**config.mk**
```make
export PLATFORM = sky130hd
export DESIGN_NAME = disp_scan_ctrl
export DESIGN_NICKNAME = d
export VERILOG_FILES = /design/src/rtl/disp_pkg.sv /design/src/rtl/disp_scan_ctrl_hex_to_7seg.sv /design/src/rtl/disp_scan_ctrl.sv
export SDC_FILE = /design/constraint.sdc
export NUM_CORES = 1
export LEC_CHECK = 0
export CORE_ASPECT_RATIO = 1.5
export CORE_MARGIN = 3
export CORE_UTILIZATION = 40
export DETAILED_ROUTE_END_ITERATION = 8
export HOLD_SLACK_MARGIN = 0.1
export PLACE_DENSITY_LB_ADDON = 0.08
export SLEW_MARGIN = 30
export SYNTH_ARGS = -nofsm -noshare
export SYNTH_HDL_FRONTEND = slang
export SYNTH_SLANG_ARGS = --single-unit
```
**constraint.sdc**
```tcl
create_clock -name clk -period 3.2 [get_ports clk]
set_input_delay 0.8 -clock clk [delete_from_list [all_inputs] [get_ports clk]]
set_output_delay 0.8 -clock clk [all_outputs]
set_load 0.03 [all_outputs]
```
**src/rtl/disp_pkg.sv**
```systemverilog
// rtl/disp_pkg.sv - shared constants and hex-to-segment mapping for the display scan path
// Contents:
//   SEG_BLANK, ANODE_OFF : all-off values for the active-low outputs
//   NUM_DIGITS           : number of scanned digits
//   disp_state_t         : scan FSM encodings (BLANK, DRIVE)
//   HEX7_TABLE, hex7()   : 16-entry active-low {a,b,c,d,e,f,g} table shared with any segment driver
package disp_pkg;

  localparam logic [6:0] SEG_BLANK  = 7'h7F;
  localparam logic [7:0] ANODE_OFF  = 8'hFF;
  localparam int         NUM_DIGITS = 8;

  typedef enum logic {
    BLANK = 1'b0,
    DRIVE = 1'b1
  } disp_state_t;

  // Element 0 is the leftmost entry, so the list reads in hex order 0..F.
  localparam logic [0:15][6:0] HEX7_TABLE = {
    7'b0000001, 7'b1001111, 7'b0010010, 7'b0000110,
    7'b1001100, 7'b0100100, 7'b0100000, 7'b0001111,
    7'b0000000, 7'b0000100, 7'b0001000, 7'b1100000,
    7'b0110001, 7'b1000010, 7'b0110000, 7'b0111000
  };

  function automatic logic [6:0] hex7(input logic [3:0] n);
    return HEX7_TABLE[n];
  endfunction

endpackage

```
**src/rtl/disp_scan_ctrl_hex_to_7seg.sv**
```systemverilog
// rtl/disp_scan_ctrl_hex_to_7seg.sv - combinational nibble to active-low 7-segment decoder
// Ports:
//   nib [3:0] in  : hex digit
//   seg [6:0] out : segments {a,b,c,d,e,f,g}, active low
module hex_to_7seg
  import disp_pkg::*;
(
  input  logic [3:0] nib,
  output logic [6:0] seg
);

  assign seg = hex7(nib);

endmodule

```
**src/rtl/disp_scan_ctrl.sv**
```systemverilog
// rtl/disp_scan_ctrl.sv - 8-digit 7-segment scan controller with ghosting blank window
// Optional feature macro: DISP_DP_EN (adds dp_in/dp decimal point path)
// Ports:
//   clk            in  : system clock, rising edge
//   reset          in  : synchronous active-high reset
//   en             in  : scan enable; low freezes the scan and blanks the display
//   nib [3:0]      in  : nibble from the external mux for the current sel
//   dp_in [7:0]    in  : per-digit decimal point, 1 = lit (DISP_DP_EN only)
//   sel [2:0]      out : digit select to the mux
//   anode [7:0]    out : digit enables, active low
//   seg [6:0]      out : segments {a,b,c,d,e,f,g}, active low
//   dp             out : decimal point, active low (DISP_DP_EN only)
//   digit_tick     out : one-cycle pulse in the cycle sel advances
module disp_scan_ctrl
  import disp_pkg::*;
#(
  parameter int REFRESH_DIV  = 100000,
  parameter int BLANK_CYCLES = 1000
) (
  input  logic       clk,
  input  logic       reset,
  input  logic       en,
  input  logic [3:0] nib,
`ifdef DISP_DP_EN
  input  logic [7:0] dp_in,
  output logic       dp,
`endif
  output logic [2:0] sel,
  output logic [7:0] anode,
  output logic [6:0] seg,
  output logic       digit_tick
);

  localparam int DIV_W   = $clog2(REFRESH_DIV);
  localparam int BLK_W   = (BLANK_CYCLES < 1) ? 1 : $clog2(BLANK_CYCLES + 1);
  localparam int BC_LAST = (BLANK_CYCLES == 0) ? 0 : BLANK_CYCLES - 1;
  localparam logic [DIV_W-1:0] DIV_LAST = DIV_W'(REFRESH_DIV - 1);
  localparam logic [BLK_W-1:0] BLK_LAST = BLK_W'(BC_LAST);

  disp_state_t      state, state_nxt;
  logic [DIV_W-1:0] div_cnt, div_nxt;
  logic [BLK_W-1:0] blank_cnt, blank_nxt, blank_eff;
  logic [2:0]       sel_nxt;
  logic [7:0]       anode_nxt;
  logic [6:0]       seg_nxt, seg_hex;
  logic             tick_nxt, tc, en_q;
`ifdef DISP_DP_EN
  logic             dp_nxt;
`endif

  hex_to_7seg u_hex (
    .nib (nib),
    .seg (seg_hex)
  );

  always_ff @(posedge clk) begin
    if (reset) begin
      state      <= BLANK;
      div_cnt    <= '0;
      blank_cnt  <= '0;
      sel        <= 3'd0;
      anode      <= ANODE_OFF;
      seg        <= SEG_BLANK;
      digit_tick <= 1'b0;
      en_q       <= 1'b0;
`ifdef DISP_DP_EN
      dp         <= 1'b1;
`endif
    end else begin
      state      <= state_nxt;
      div_cnt    <= div_nxt;
      blank_cnt  <= blank_nxt;
      sel        <= sel_nxt;
      anode      <= anode_nxt;
      seg        <= seg_nxt;
      digit_tick <= tick_nxt;
      en_q       <= en;
`ifdef DISP_DP_EN
      dp         <= dp_nxt;
`endif
    end
  end

  // Output registers follow the next state, so anodes are dark for exactly
  // the cycles the FSM sits in BLANK.
  always_comb begin
    state_nxt = state;
    div_nxt   = div_cnt;
    blank_nxt = blank_cnt;
    sel_nxt   = sel;
    tick_nxt  = 1'b0;
    anode_nxt = ANODE_OFF;
    seg_nxt   = SEG_BLANK;
`ifdef DISP_DP_EN
    dp_nxt    = 1'b1;
`endif
    tc        = (div_cnt == DIV_LAST);
    // blank_cnt holds while disabled; a fresh enable restarts the window from zero.
    blank_eff = en_q ? blank_cnt : '0;

    if (en) begin
      if (state == BLANK) begin
        blank_nxt = blank_eff + 1'b1;
        if (blank_eff == BLK_LAST) begin
          state_nxt = DRIVE;
        end
      end

      if (state_nxt == DRIVE) begin
        anode_nxt = ~(8'b1 << sel);
        seg_nxt   = seg_hex;
`ifdef DISP_DP_EN
        dp_nxt    = ~dp_in[sel];
`endif
      end

      if (tc) begin
        // nib still belongs to the old digit here, so this edge is always dark.
        div_nxt   = '0;
        sel_nxt   = sel + 3'd1;
        tick_nxt  = 1'b1;
        blank_nxt = '0;
        state_nxt = (BLANK_CYCLES == 0) ? DRIVE : BLANK;
        anode_nxt = ANODE_OFF;
        seg_nxt   = SEG_BLANK;
`ifdef DISP_DP_EN
        dp_nxt    = 1'b1;
`endif
      end else begin
        div_nxt = div_cnt + 1'b1;
      end
    end else begin
      state_nxt = BLANK;
    end
  end

endmodule

```
==> results of run 1 <==
-- metrics by stage --
stage	instance area [um2]	util	power [mW]
2_1_floorplan	2290	-	0.666
3_3_place_gp	2620	0.476	0.686
3_5_place_dp	2620	0.476	0.686
4_1_cts	2710	0.494	1.06
5_1_grt	2710	0.494	1.09
6_report	2710	0.494	1.05
-- worst paths after layout --
path | from | endpoint | depth (start not counted)
worst max-delay path | en | div_cnt[7] | 6
worst min register to register | sel[2] | anode[5] | 1
worst max register to register | div_cnt[8] | blank_cnt[2] | 5
worst min-delay path | sel[2] | anode[5] | 1
-- cells by family after synthesis --
family	count (synthesis)
and+or+nand+nor	113
DFF	48
AOI/OAI and AO/OA	42
buffers and inverters	20
xor gates and xnor gates	18
adders and majority gates	14
muxes	3
-- Yosys cell counts, drive strengths merged, types with 6 or more instances --
cell,number
nand2,26
nand4,7
o21ai,10
nand3,18
ha,14
xor2,12
inv,11
a21oi,8
nor2,31
xnor2,6
dfxtp,48
-- per-layer routing --
layer	GRT usage	wire length, um	vias up
met5	0	0	-
met4	0.0628	89	0
met2	0.256	2370	20
li1	-	-	959
met1	0.175	1980	861
met3	0.0274	101	11
-- power by group through the flow --
stage / clock, mW / combinational (mW) / sequential, mW
finish: 0.373 / 0.0653 / 0.607
global route: 0.413 / 0.0742 / 0.608
CTS: 0.392 / 0.0658 / 0.607
detailed placement: 0 / 0.0655 / 0.621
global placement: 0 / 0.0657 / 0.621
floorplan: 0 / 0.0466 / 0.619
-- worst max-delay path, cell delays in order --
cell and delay, ns:
sky130_fd_sc_hd__clkdlybuf4s50_1 0.71, sky130_fd_sc_hd__nand4_1 0.23, sky130_fd_sc_hd__nor2_1 0.35, sky130_fd_sc_hd__and3_1 0.22, sky130_fd_sc_hd__xnor2_1 0.11, sky130_fd_sc_hd__nor2_1 0.05
-- layout by cell type (no fill, tap or decap), types with 3 or more instances in the layout --
cell type and instances:
sky130_fd_sc_hd__nor2_1 30, sky130_fd_sc_hd__clkdlybuf4s50_1 25, sky130_fd_sc_hd__nand3_1 18, sky130_fd_sc_hd__nor3_1 4, sky130_fd_sc_hd__a21o_1 5, sky130_fd_sc_hd__a22o_1 3, sky130_fd_sc_hd__a21oi_1 7, sky130_fd_sc_hd__o21ai_0 10
sky130_fd_sc_hd__nand4_1 7, sky130_fd_sc_hd__and4_1 4, sky130_fd_sc_hd__clkbuf_8 6, sky130_fd_sc_hd__xor2_1 12, sky130_fd_sc_hd__and3_1 4, sky130_fd_sc_hd__inv_1 11, sky130_fd_sc_hd__buf_4 4, sky130_fd_sc_hd__nand2_1 26
sky130_fd_sc_hd__xnor2_1 6, sky130_fd_sc_hd__nand2b_1 3, sky130_fd_sc_hd__o311ai_0 5, sky130_fd_sc_hd__ha_1 14, sky130_fd_sc_hd__dfxtp_1 48
-- layout make-up --
| type | count | area [um2] |
|---|---|---|
| clock buffers | 6 | 82.6 |
| clock inverters | 2 | 15.0 |
| fillers | 550 | 2780 |
| inverters | 11 | 41.3 |
| multi-input cells | 190 | 1250 |
| flip-flops and latches | 48 | 961 |
| well taps | 70 | 87.6 |
| repair buffers | 29 | 280 |
-- state kept, by name, summed over array words and instances (netlist names) --
| name | cells |
|---|---|
| seg | 7 |
| div_cnt | 17 |
| blank_cnt | 10 |
| digit_tick | 1 |
| sel | 3 |
| state | 1 |
| anode | 8 |
| en_q | 1 |
==> flow_summary.rst, run 1 <==
.. list-table::
   :header-rows: 1

   * - Metric
     - Value
   * - H-tree depth reported by CTS
     - 2
   * - Simple-Gate Fraction of Synth Area
     - 0.256
   * - Post-Route Hold Slack
     - 0.468 ns
   * - Die Span X
     - 67.8 um
   * - Vias in the first global route
     - 1780
   * - Async set or reset register ratio after synthesis
     - 0
   * - TritonCTS Sinks
     - 48
   * - Result of the run
     - finished clean
   * - WL final
     - 4.53 mm
   * - DP Worst Slack
     - 0.602 ns
   * - Top flip-flop cell by instance count after synthesis
     - sky130_fd_sc_hd__dfxtp_1
   * - Part of the total power dissipated in sequential elements
     - 0.581
   * - Layout Area Growth over Synthesis
     - 18.3%
   * - Comb pwr share
     - 0.062
   * - Total setup violations reported at the end of the flow
     - 0
   * - Actual slew at the worst max-slew pin
     - 0.720 ns
   * - DRC violation count after routing
     - 0
   * - Global-route usage over all layers
     - 0.148
   * - Clock tree from TritonCTS
     - yes
   * - Multiplexer share of the synthesized area
     - 0.0142
   * - Fraction of final layout cells sized beyond drive strength 1
     - 0.0699
   * - Dominant combinational cell family by area after synthesis
     - simple AND/OR/NAND/NOR gates
   * - Initial antenna violation count
     - 0
   * - YS warnings
     - 0
   * - Number of buffers inserted during clock tree synthesis
     - 5
   * - Count of distinct cell types in the synthesized netlist
     - 47
   * - Via density per instance
     - 5.20
   * - DRC violation total after the first TritonRoute iteration
     - 74
   * - Final weighted congestion in routability-driven placement
     - 0.749
   * - Setup repair after global routing missed its margin
     - no
   * - Largest buffer count on any clock path
     - 2
   * - Clk network pwr share
     - 0.357
   * - Post-synth design cell area
     - 2290 um2
   * - Post-cts repair resize count
     - 0
   * - Seq/Total Area, Yosys
     - 0.419
   * - Max-capacitance violation count
     - 0
   * - Path category of the worst min-delay check
     - flip-flop to flip-flop
   * - Data required time of the critical path
     - 3.39 ns
   * - Number of buffers added on ports
     - 25
   * - Clock-pin slew reported for the worst setup and hold paths after clock tree synthesis
     - 0.08 ns
   * - Timing-limited maximum frequency
     - 438 MHz
   * - Num rows
     - 33
   * - Start-to-end type of the worst setup path
     - input pin to flip-flop
   * - Area of the core
     - 5490 um2
   * - I/O pin count
     - 26
   * - Crit Path Max Fanout
     - 13
   * - Area share of the leading cell type in the synthesized netlist
     - 0.419
   * - Mean routed wirelength per cell
     - 12.7 um
   * - Clock tree root driver cell
     - sky130_fd_sc_hd__clkbuf_8
   * - Clock period minus final worst setup slack
     - 2.28 ns
   * - Cells after synthesis
     - 258
   * - EDFF count, synth
     - 0
   * - Top area cells in the synthesized netlist
     - sky130_fd_sc_hd__dfxtp_1, sky130_fd_sc_hd__ha_1, sky130_fd_sc_hd__nor2_1, sky130_fd_sc_hd__xor2_1, sky130_fd_sc_hd__nand2_1
   * - Die Area
     - 6700 um2
   * - Height of the die
     - 98.8 um
   * - Number of nets in the synthesized netlist
     - 279
   * - Fraction of the mapped netlist area in compound gates
     - 0.128
   * - Leakage dissipation
     - 1.05 nW
   * - Clock latency of the later-clocked register in the worst-skew pair
     - 0.30 ns
   * - Detailed Routing Iterations Pass 1
     - 4
   * - Setup_tns
     - 0 ns
   * - Post-route setup slack
     - 0.917 ns
   * - Arrival time at the worst endpoint
     - 2.47 ns
   * - Final global-route overflow total
     - 0
   * - Slew margin rel.
     - 0.516
   * - Final worst path period share
     - 0.714
   * - Worst R2R Setup Slack
     - 1.02 ns
   * - Worst-case vdd ir drop
     - 218 uV
   * - Number of endpoints with negative hold slack in the final report
     - 0
   * - Nature of the critical path endpoint
     - flip-flop
   * - Total internal power
     - 0.804 mW
   * - Register bit count reported by yosys
     - 48
   * - Cell count after placement
     - 348
   * - Syn_area_per_cell
     - 8.89 um2
   * - CTS Hold Buffers Added
     - 0
   * - Number of nets in the final layout
     - 306
   * - Starting density of the core
     - 0.418
   * - Share of synthesized cell area in full adder, half adder and majority cells
     - 0.0763
   * - Skew final
     - 0.00908 ns
   * - HPWL after detailed placement
     - 3.37 mm
   * - Power dissipated by switching net loads
     - 0.241 mW
   * - Inserted Diodes
     - 0
   * - Post-detailed-route count of antenna-violating nets
     - 0
   * - Xor and xnor area share after synthesis
     - 0.0687
   * - Power density over cell area
     - 385 nW/um2
   * - Largest net degree at the start of global routing
     - 17
   * - Post-route insts no fill
     - 356
   * - First-pass GRT wire length
     - 7.80 mm
   * - Switching part of the total
     - 0.231
   * - Count of pins over their slew limit
     - 0
   * - Largest area contributor in the netlist
     - sky130_fd_sc_hd__dfxtp_1
   * - Post CTS Setup Buffer Count
     - 0
   * - Vias after detailed routing
     - 1851
   * - Type of element launching the critical path
     - input pin
No activity file was read; power rests on OpenSTA's default activity.
==> run 2, diff against run 1 <==
==> constraint.sdc (replaced) <==
create_clock -name clk -period 2.1 [get_ports clk]
set_input_delay 0.525 -clock clk [delete_from_list [all_inputs] [get_ports clk]]
set_output_delay 0.525 -clock clk [all_outputs]
set_load 0.03 [all_outputs]
==> run 2 against run 1 <==
Net effect:
- core utilization increased by 2.8 points
- via count increased by 0.86%
- clock power increased by 45%
- clock skew decreased by 0.0033 ns
- sequential power increased by 52%
- largest power group unchanged
==> flow_summary.rst, run 2 (same netlist as run 1, synthesis figures left out) <==
.. list-table::
   :header-rows: 1

   * - Metric
     - Value
   * - Path category of the worst min-delay check
     - flip-flop to flip-flop
   * - Most frequent standard cell in the layout excluding fill and tap cells
     - sky130_fd_sc_hd__dfxtp_1
   * - Arrival time at the worst endpoint
     - 2.18 ns
   * - Die Area
     - 6700 um2
   * - Count of pins over their slew limit
     - 0
   * - Setup_tns
     - 0 ns
   * - Timing-limited maximum frequency
     - 504 MHz
   * - I/O pin count
     - 26
   * - Largest buffer count on any clock path
     - 2
   * - Height of the die
     - 98.8 um
   * - CP Launch Point
     - div_cnt[16]
   * - Startpoint of the most critical register-to-register path
     - div_cnt[16]
   * - Starting density of the core
     - 0.418
   * - Actual slew at the worst max-slew pin
     - 0.367 ns
   * - DRC violation count after routing
     - 0
   * - Mean routed wirelength per cell
     - 12.4 um
   * - Global-route usage over all layers
     - 0.159
   * - Worst R2R Setup Slack
     - 0.12 ns
   * - Clock period minus final worst setup slack
     - 1.98 ns
   * - Result of the run
     - finished clean
   * - Area of the core
     - 5490 um2
   * - Via density per instance
     - 4.97
   * - Total setup violations reported at the end of the flow
     - 0
   * - Clock latency of the later-clocked register in the worst-skew pair
     - 0.30 ns
   * - Flip-flop count of the largest register, all copies and words added
     - 17
   * - Power density over cell area
     - 551 nW/um2
   * - WL final
     - 4.66 mm
   * - Slew margin rel.
     - 0.754
   * - Register with the highest flop count
     - div_cnt
   * - Fraction of final layout cells sized beyond drive strength 1
     - 0.134
   * - Number of endpoints with negative hold slack in the final report
     - 0
   * - Skew final
     - 0.00574 ns
   * - Post-cts repair resize count
     - 0
   * - Clock tree root driver cell
     - sky130_fd_sc_hd__clkbuf_8
   * - Crit Path Max Fanout
     - 7
   * - Initial antenna violation count
     - 0
   * - Post-route setup slack
     - 0.117 ns
   * - Vias in the first global route
     - 1820
   * - Min-Delay Path Depth
     - 1
   * - First-pass GRT wire length
     - 8.31 mm
   * - Num rows
     - 33
   * - Vias after detailed routing
     - 1867
   * - Cell count after placement
     - 368
   * - TritonCTS Sinks
     - 48
   * - Number of buffers inserted during clock tree synthesis
     - 5
   * - Hold path start
     - sel[2]
   * - Largest net degree at the start of global routing
     - 17
   * - Final weighted congestion in routability-driven placement
     - 0.763
   * - Clock-pin slew reported for the worst setup and hold paths after clock tree synthesis
     - 0.09 ns
   * - Worst-case vdd ir drop
     - 397 uV
   * - Data required time of the critical path
     - 2.29 ns
   * - DP Worst Slack
     - 0.0603 ns
   * - Number of nets in the final layout
     - 326
   * - Clock tree from TritonCTS
     - yes
   * - Detailed Routing Iterations Pass 1
     - 6
   * - Die Span X
     - 67.8 um
   * - Setup repair after global routing missed its margin
     - no
   * - Post-Route Hold Slack
     - 0.481 ns
   * - Post-detailed-route count of antenna-violating nets
     - 0
   * - Type of element launching the critical path
     - flip-flop
   * - DRC violation total after the first TritonRoute iteration
     - 80
   * - Max-capacitance violation count
     - 0
   * - Number of buffers added on ports
     - 25
   * - H-tree depth reported by CTS
     - 2
   * - Nature of the critical path endpoint
     - flip-flop
   * - Top library cells by usage in the layout, fill and taps aside
     - sky130_fd_sc_hd__dfxtp_1, sky130_fd_sc_hd__nor2_1, sky130_fd_sc_hd__nand2_1, sky130_fd_sc_hd__clkdlybuf4s50_1, sky130_fd_sc_hd__buf_4
   * - Post CTS Setup Buffer Count
     - 0
   * - HPWL after detailed placement
     - 3.64 mm
   * - Start-to-end type of the worst setup path
     - flip-flop to flip-flop
   * - Depth of the worst register-to-register path
     - 5
   * - Leakage dissipation
     - 1.16 nW
   * - Post-route insts no fill
     - 376
   * - Final global-route overflow total
     - 0
   * - CTS Hold Buffers Added
     - 0
   * - Final worst path period share
     - 0.944
   * - Inserted Diodes
     - 0
   * - Registers with the highest flip-flop counts
     - div_cnt (17), blank_cnt (10), anode (8)
   * - Layout Area Growth over Synthesis
     - 25.1%
==> run 2: cell types whose count changed in the layout (fill, tap and decap cells not counted), sizes merged <==
cell,before,now
clkbuf,6,5
clkinv,0,3
buf,4,24
clkinvlp,2,0
==> run 2: report_power, final <==
| part | internal, mW | switching (mW) | total (mW) |
|---|---|---|---|
| logic | 0.0545 | 0.0627 | 0.117 |
| clock network | 0.233 | 0.309 | 0.542 |
| registers | 0.917 | 0.00620 | 0.923 |
| total | 1.20 | 0.378 | 1.58 |
==> run 2: layer usage <==
| metal | up-vias | global-route usage | share of wire | wire length (um) |
|---|---|---|---|---|
| li1 | 997 | - | - | - |
| met1 | 844 | 0.184 | 0.42 | 1970 |
| met2 | 22 | 0.280 | 0.54 | 2520 |
| met3 | 4 | 0.0365 | 0.023 | 108 |
| met4 | 0 | 0.0505 | 0.012 | 56 |
| met5 | - | 0 | 0 | 0 |
==> run 2: final cells by class <==
| class | count | area, um2 |
|---|---|---|
| inverter | 11 | 41.3 |
| timing repair buffer | 49 | 443 |
| sequential | 48 | 961 |
| tap | 70 | 87.6 |
| clock inverter | 3 | 18.8 |
| multi-input combinational | 190 | 1250 |
| fill | 529 | 2620 |
| clock buffer | 5 | 68.8 |
==> run 2: final timing paths <==
check / endpoint
worst min register to register: anode[6]
worst max-delay path: blank_cnt[2]
worst max register to register: blank_cnt[2]
worst min-delay path: anode[6]
==> run 2: worst max-delay path, stage by stage, from the launching register on <==
cell and delay [ns]:
sky130_fd_sc_hd__dfxtp_1 0.38, sky130_fd_sc_hd__or4b_4 0.49, sky130_fd_sc_hd__nor3_4 0.34, sky130_fd_sc_hd__a31o_1 0.34, sky130_fd_sc_hd__nor2_2 0.10, sky130_fd_sc_hd__a22o_1 0.23
==> run 2: per-stage QoR <==
stage	power, mW	util	instance area (um2)
final	1.58	0.523	2870
after global routing	1.66	0.523	2870
after CTS	1.61	0.523	2870
after detailed placement	1.06	0.507	2780
after global placement	1.06	0.507	2780
after floorplan	1.01	-	2300
